<file path="src/rtl/spi_pwm_pkg.sv">
// Shared constants for the SPI register block and the PWM peripheral.
// Register map, duty encoding and default timebase settings.
package spi_pwm_pkg;

  localparam logic [2:0] ADDR_EN_OUT_LO = 3'd0;
  localparam logic [2:0] ADDR_EN_OUT_HI = 3'd1;
  localparam logic [2:0] ADDR_EN_PWM_LO = 3'd2;
  localparam logic [2:0] ADDR_EN_PWM_HI = 3'd3;
  localparam logic [2:0] ADDR_DUTY      = 3'd4;

  localparam logic [7:0] DUTY_FULL = 8'hFF;

  localparam int DEFAULT_PRESCALE   = 13;
  localparam int DEFAULT_PERIOD_MAX = 254;

  // Full-scale duty must stay high even on the last counter value.
  function automatic logic pwm_level(input logic [7:0] count, input logic [7:0] duty);
    return (duty == DUTY_FULL) || (count < duty);
  endfunction

endpackage

</file>
<file path="src/rtl/pwm_timebase.sv">
// PWM timebase: prescaler producing a step strobe, plus the 8-bit period counter.
// period_start is a registered pulse coinciding with the first cycle of counter 0.
module pwm_timebase
  import spi_pwm_pkg::*;
#(
  parameter int PRESCALE   = DEFAULT_PRESCALE,
  parameter int PERIOD_MAX = DEFAULT_PERIOD_MAX
) (
  input  logic       clk,
  input  logic       rst_n,
  output logic [7:0] count,
  output logic       step,
  output logic       period_start
);

  localparam int              PW         = (PRESCALE > 1) ? $clog2(PRESCALE) : 1;
  localparam logic [PW-1:0]   PRESC_LAST = PW'(PRESCALE - 1);
  localparam logic [7:0]      CNT_LAST   = 8'(PERIOD_MAX);

  logic [PW-1:0] presc;

  assign step = (presc == PRESC_LAST);

  always_ff @(posedge clk or negedge rst_n) begin
    if (!rst_n) begin
      presc        <= '0;
      count        <= 8'h00;
      period_start <= 1'b0;
    end else begin
      presc        <= step ? '0 : presc + 1'b1;
      period_start <= step && (count == CNT_LAST);
      if (step) begin
        count <= (count == CNT_LAST) ? 8'h00 : count + 8'd1;
      end
    end
  end

endmodule

</file>
<file path="src/rtl/pwm_peripheral.sv">
// 16-output PWM peripheral: per-pin off / static high / shared PWM, registered outputs.
// Define PWM_SHADOW_EN to latch the duty only at period boundaries (glitch-free duty updates).
module pwm_peripheral
  import spi_pwm_pkg::*;
#(
  parameter int PRESCALE   = DEFAULT_PRESCALE,
  parameter int PERIOD_MAX = DEFAULT_PERIOD_MAX
) (
  input  logic        clk,
  input  logic        rst_n,
  input  logic [7:0]  en_reg_out_7_0,
  input  logic [7:0]  en_reg_out_15_8,
  input  logic [7:0]  en_reg_pwm_7_0,
  input  logic [7:0]  en_reg_pwm_15_8,
  input  logic [7:0]  pwm_duty_cycle,
  output logic [15:0] out,
  output logic        pwm_period_start
);

  logic [15:0] en_out;
  logic [15:0] en_pwm;
  logic [15:0] out_next;
  logic [7:0]  count;
  logic [7:0]  duty_act;
  logic        step;
  logic        pwm;

  assign en_out = {en_reg_out_15_8, en_reg_out_7_0};
  assign en_pwm = {en_reg_pwm_15_8, en_reg_pwm_7_0};

  pwm_timebase #(
    .PRESCALE   (PRESCALE),
    .PERIOD_MAX (PERIOD_MAX)
  ) u_timebase (
    .clk          (clk),
    .rst_n        (rst_n),
    .count        (count),
    .step         (step),
    .period_start (pwm_period_start)
  );

`ifdef PWM_SHADOW_EN
  localparam logic [7:0] CNT_LAST = 8'(PERIOD_MAX);

  logic first_step;
  logic wrap;

  assign wrap = step && (count == CNT_LAST);

  // Load on the wrap into counter 0, and once on the first strobe after reset.
  always_ff @(posedge clk or negedge rst_n) begin
    if (!rst_n) begin
      duty_act   <= 8'h00;
      first_step <= 1'b1;
    end else if (step) begin
      first_step <= 1'b0;
      if (wrap || first_step) begin
        duty_act <= pwm_duty_cycle;
      end
    end
  end
`else
  logic unused_step;

  assign unused_step = step;
  assign duty_act    = pwm_duty_cycle;
`endif

  assign pwm = pwm_level(count, duty_act);

  genvar gi;
  generate
    for (gi = 0; gi < 16; gi++) begin : g_mux
      assign out_next[gi] = en_out[gi] & (~en_pwm[gi] | pwm);
    end
  endgenerate

  always_ff @(posedge clk or negedge rst_n) begin
    if (!rst_n) begin
      out <= 16'h0000;
    end else begin
      out <= out_next;
    end
  end

endmodule

</file>
<file path="config.mk">
export PLATFORM = sky130hd
export DESIGN_NAME = pwm_peripheral
export DESIGN_NICKNAME = d
export VERILOG_FILES = /design/src/rtl/spi_pwm_pkg.sv /design/src/rtl/pwm_timebase.sv /design/src/rtl/pwm_peripheral.sv
export SDC_FILE = /design/constraint.sdc
export NUM_CORES = 1
export LEC_CHECK = 0
export CAP_MARGIN = 20
export CELL_PAD_IN_SITES_DETAIL_PLACEMENT = 0
export CELL_PAD_IN_SITES_GLOBAL_PLACEMENT = 1
export CORE_MARGIN = 1
export CORE_UTILIZATION = 34
export CTS_CLUSTER_DIAMETER = 30
export DETAILED_ROUTE_END_ITERATION = 8
export PLACE_DENSITY_LB_ADDON = 0.1
export SLEW_MARGIN = 20
export SYNTH_ARGS = -nofsm -noshare
export SYNTH_HDL_FRONTEND = slang
export SYNTH_SLANG_ARGS = --single-unit
export TNS_END_PERCENT = 10
</file>
<file path="constraint.sdc">
create_clock -name clk -period 3.55 [get_ports clk]
set_clock_uncertainty 0.15 [all_clocks]
set_input_delay 1.065 -clock clk [delete_from_list [all_inputs] [get_ports clk]]
set_output_delay 1.065 -clock clk [all_outputs]
set_load 0.02 [all_outputs]
</file>
==> results.md <==
- Core Footprint: around 4000 um2
- Initial antenna violation count: 0
- Top cells by count, synth: dfrtp_1, ha_1, inv_1
- Synth Area per Inst: 11.83 um2
- Synth Warn #: 0
- Worst Tran Pin Value: roughly 0.47 ns
- Unrepaired setup endpoints after global routing: false
- Clock share of power: between 30% and 40%
- P_leak: around 0.95 nW
- Worst Setup End Kind: flip-flop
- Mapped Nets: between 150 and 200
- Compound-gate portion of the synthesized area: a little under a quarter
- Register area share after synthesis: between 50% and 60%
- HP Start: u_timebase.presc[0]
- Status: finished, final reports clean
- Buffer count from post-CTS setup fixing: 0
- GRT overflow: 0
- Worst setup path start: pwm_duty_cycle[6]
- Tmin final: approximately 2.8 ns
- Insertion delay to the later sink of the worst-skew pair: around 0.28 ns
- Pre-CTS setup slack: about 0.38 ns
- Slew HR: between 60% and 70%
- Number of buffers created by CTS: 5
- Crit path cell chain: clkdlybuf4s50_1 > inv_1 > ha_1 > and4_1 > o21ai_1 > o32ai_2 > buf_4 > a21boi_0
- Clock transition at path regs: ~0.06 ns
- FMAX: ~350 MHz
- Sw frac: 21.88%
- N_diodes: 0
- Chip width: 66.63 um
- Post-CTS Resized: 0
- Min-delay worst type: reg2reg
- XOR/XNOR share of the synthesized area: approximately 1.9%
- Layout area overhead: 51.63%
- Final setup vio count: 0
- ANT nets after route: 0
- Slew Viols, Final: 0
- Fillers: ~360
- RD Place Congestion: between 0.7 and 0.8
- Root buffer cell: clkbuf_8
- Most used DFF post-synth: dfrtp_1
- Worst Setup Start Kind: primary input
- Final wirelength: between 3000 and 4000 um
- Die area: 4440 um2
- Total track usage: 15.90%
- Most common cell in the netlist: dfrtp_1
- Cell accounting for the most synthesized area: dfrtp_1
- Sequential Power Share: 47.8%
- Port Buffers: 58
- PnR worst setup slack: 0.7037 ns
- Portion of netlist area occupied by mux cells: 0%
- Sw Pwr: roughly 0.16 mW
- Max rail drop VDD: 0.2557 mV
- Avg Vias per Cell: 4.915
- Die span in y: roughly 67 um
- Worst path arrival time: 2.84 ns
- Synth cell types: 33
- EDFF count, synth: 0
- Synth Area in Adders: under 10%
- Num Clock Sinks: 29
- Fin crit share: 80.18%
- Simple-gate share of the synthesized area: between 10 and 15%
- FF+latch count, synth: 29
- Ys async rst share: between 90% and 100%
- Cells after synthesis: 120
- Worst Path Max Fanout: 16
- Slowest-stage cell, CP: clkdlybuf4s50_1
- HPWL reported at the end of detailed placement: between 2000 and 2500 um
- DRC Markers: 0
- Setup_tns: 0 ns
- CP Buf/Inv Count: 3
- Crit Path Class: in2reg
- Max Cap Viol: 0
- Clk buf depth: 2
- PD cells: roughly 330 nW/um2
- Crit path max-delay family: buffers and inverters
- Final-report hold violation count: 0
- Vias in the first global route: roughly 1100
- DR WL/cell: 13.47 um
- Htree depth: 2
- Pint: 0.5605 mW
- First-pass GRT wire length: about 5000 um
- CP Data Required Time: between 3 and 4 ns
- Ratio of cells with drive above 1 in the final layout: 12.37%
- Largest net degree at the start of global routing: 30
- Starting Density: a little over a third
- Logic pwr share: between 10 and 15%
- R2r startpoint: u_timebase.count[6]
- Hold-fix buffers, CTS: 0
- TritonRoute pass-1 iters: 4
- Fin nets: between 200 and 250
- Vias post-DR: between 1000 and 1500
- Largest cells by area after synthesis: dfrtp_1, ha_1, a21boi_2
- Initial DRC Count: 28
- Post-Syn Area: ~1400 um2
- Num rows: 23
- Biggest cell delay along the critical path: about 0.48 ns
- Yosys top cell area share: 51.10%
- Largest family of logic cells by synthesized area: compound AO/OA/AOI/OAI gates
- TritonCTS clock tree: built
- Number of top-level pins: 59
-- registers in the layout, indices dropped and copies added, names as in the netlist --
signal / flops
u_timebase.count: 8
out: 16
u_timebase.period_start: 1
u_timebase.presc: 4
-- path summary, 6_finish.rpt --
kind	to	slack, ns	cells past startpoint
worst max-delay path	out[14]	0.70	8
worst max register to register	out[14]	1.58	6
worst min register to register	u_timebase.presc[0]	0.35	1
worst min-delay path	u_timebase.presc[0]	0.35	1
min in group asynchronous	u_timebase.count[7]	1.01	2
max in group asynchronous	out[14]	1.96	2
-- worst reg2reg max path, delay by kind of cell (launching register included) --
kind	cells	cell delay (ns)
buffers and inverters	1	0.29
adders and majority gates	1	0.32
AOI/OAI and AO/OA	3	0.47
DFF	1	0.42
and+or+nand+nor	1	0.19
-- per-layer routing --
metal	vias to the layer above	wire [um]	global-route usage [%]
li1	561	-	-
met4	0	76	7.713
met5	-	0	0
met2	40	1616	27.15
met1	550	1238	16.34
met3	9	246	7.192
-- power by group through the flow --
stage	combinational [mW]	sequential (mW)	clock, mW
6_report	0.105	0.343	0.269
3_3_place_gp	0.106	0.348	0
5_1_grt	0.113	0.344	0.292
2_1_floorplan	0.0173	0.361	0
3_5_place_dp	0.107	0.349	0
4_1_cts	0.107	0.343	0.281
-- metrics by stage --
step	power (mW)	instance area (um2)	instances	utilization (%)	hold WS [ns]
after global placement	0.4542	2067	229	51.67	0.3303
final	0.7175	2153	236	53.83	0.3466
after global routing	0.7488	2153	236	53.83	0.3769
after floorplan	0.3786	1420	120	-	0.3042
after CTS	0.7313	2153	236	53.83	0.3514
after detailed placement	0.4557	2067	229	51.67	0.3375
-- area by class of cell --
| cell class | instances | area [um2] | share of cell area, % |
|---|---|---|---|
| Multi-Input combinational cell | 79 | 641.9 | 29.81 |
| Clock buffer | 7 | 86.33 | 4.009 |
| Inverter | 11 | 41.29 | 1.917 |
| Timing Repair Buffer | 60 | 595.6 | 27.66 |
| Tap cell | 50 | 62.56 | 2.905 |
| Sequential cell | 29 | 725.7 | 33.70 |
-- cells by family (layout without fill, tap and decap cells) --
family	Yosys count	count (layout)
xor+xnor	3	3
simple gates	29	29
buf+inv	12	78
fa+ha+maj	11	11
flops	29	29
compound gates	36	36
-- placed cells by master, fill, tap and decap left out, drive strengths merged, types with 2 or more instances in the layout --
cell / netlist / layout
a21o: 2 / 2
buf: 1 / 2
nand4: 4 / 4
o21ai: 5 / 5
or3: 2 / 2
clkdlybuf4s50: 0 / 58
a21boi: 16 / 16
nand3: 2 / 2
xnor2: 2 / 2
dfrtp: 29 / 29
nor3: 3 / 3
inv: 11 / 11
ha: 11 / 11
clkbuf: 0 / 7
a21oi: 3 / 3
nand2: 7 / 7
nor2: 7 / 7
Note: power is estimated with default switching activity, not from simulation.
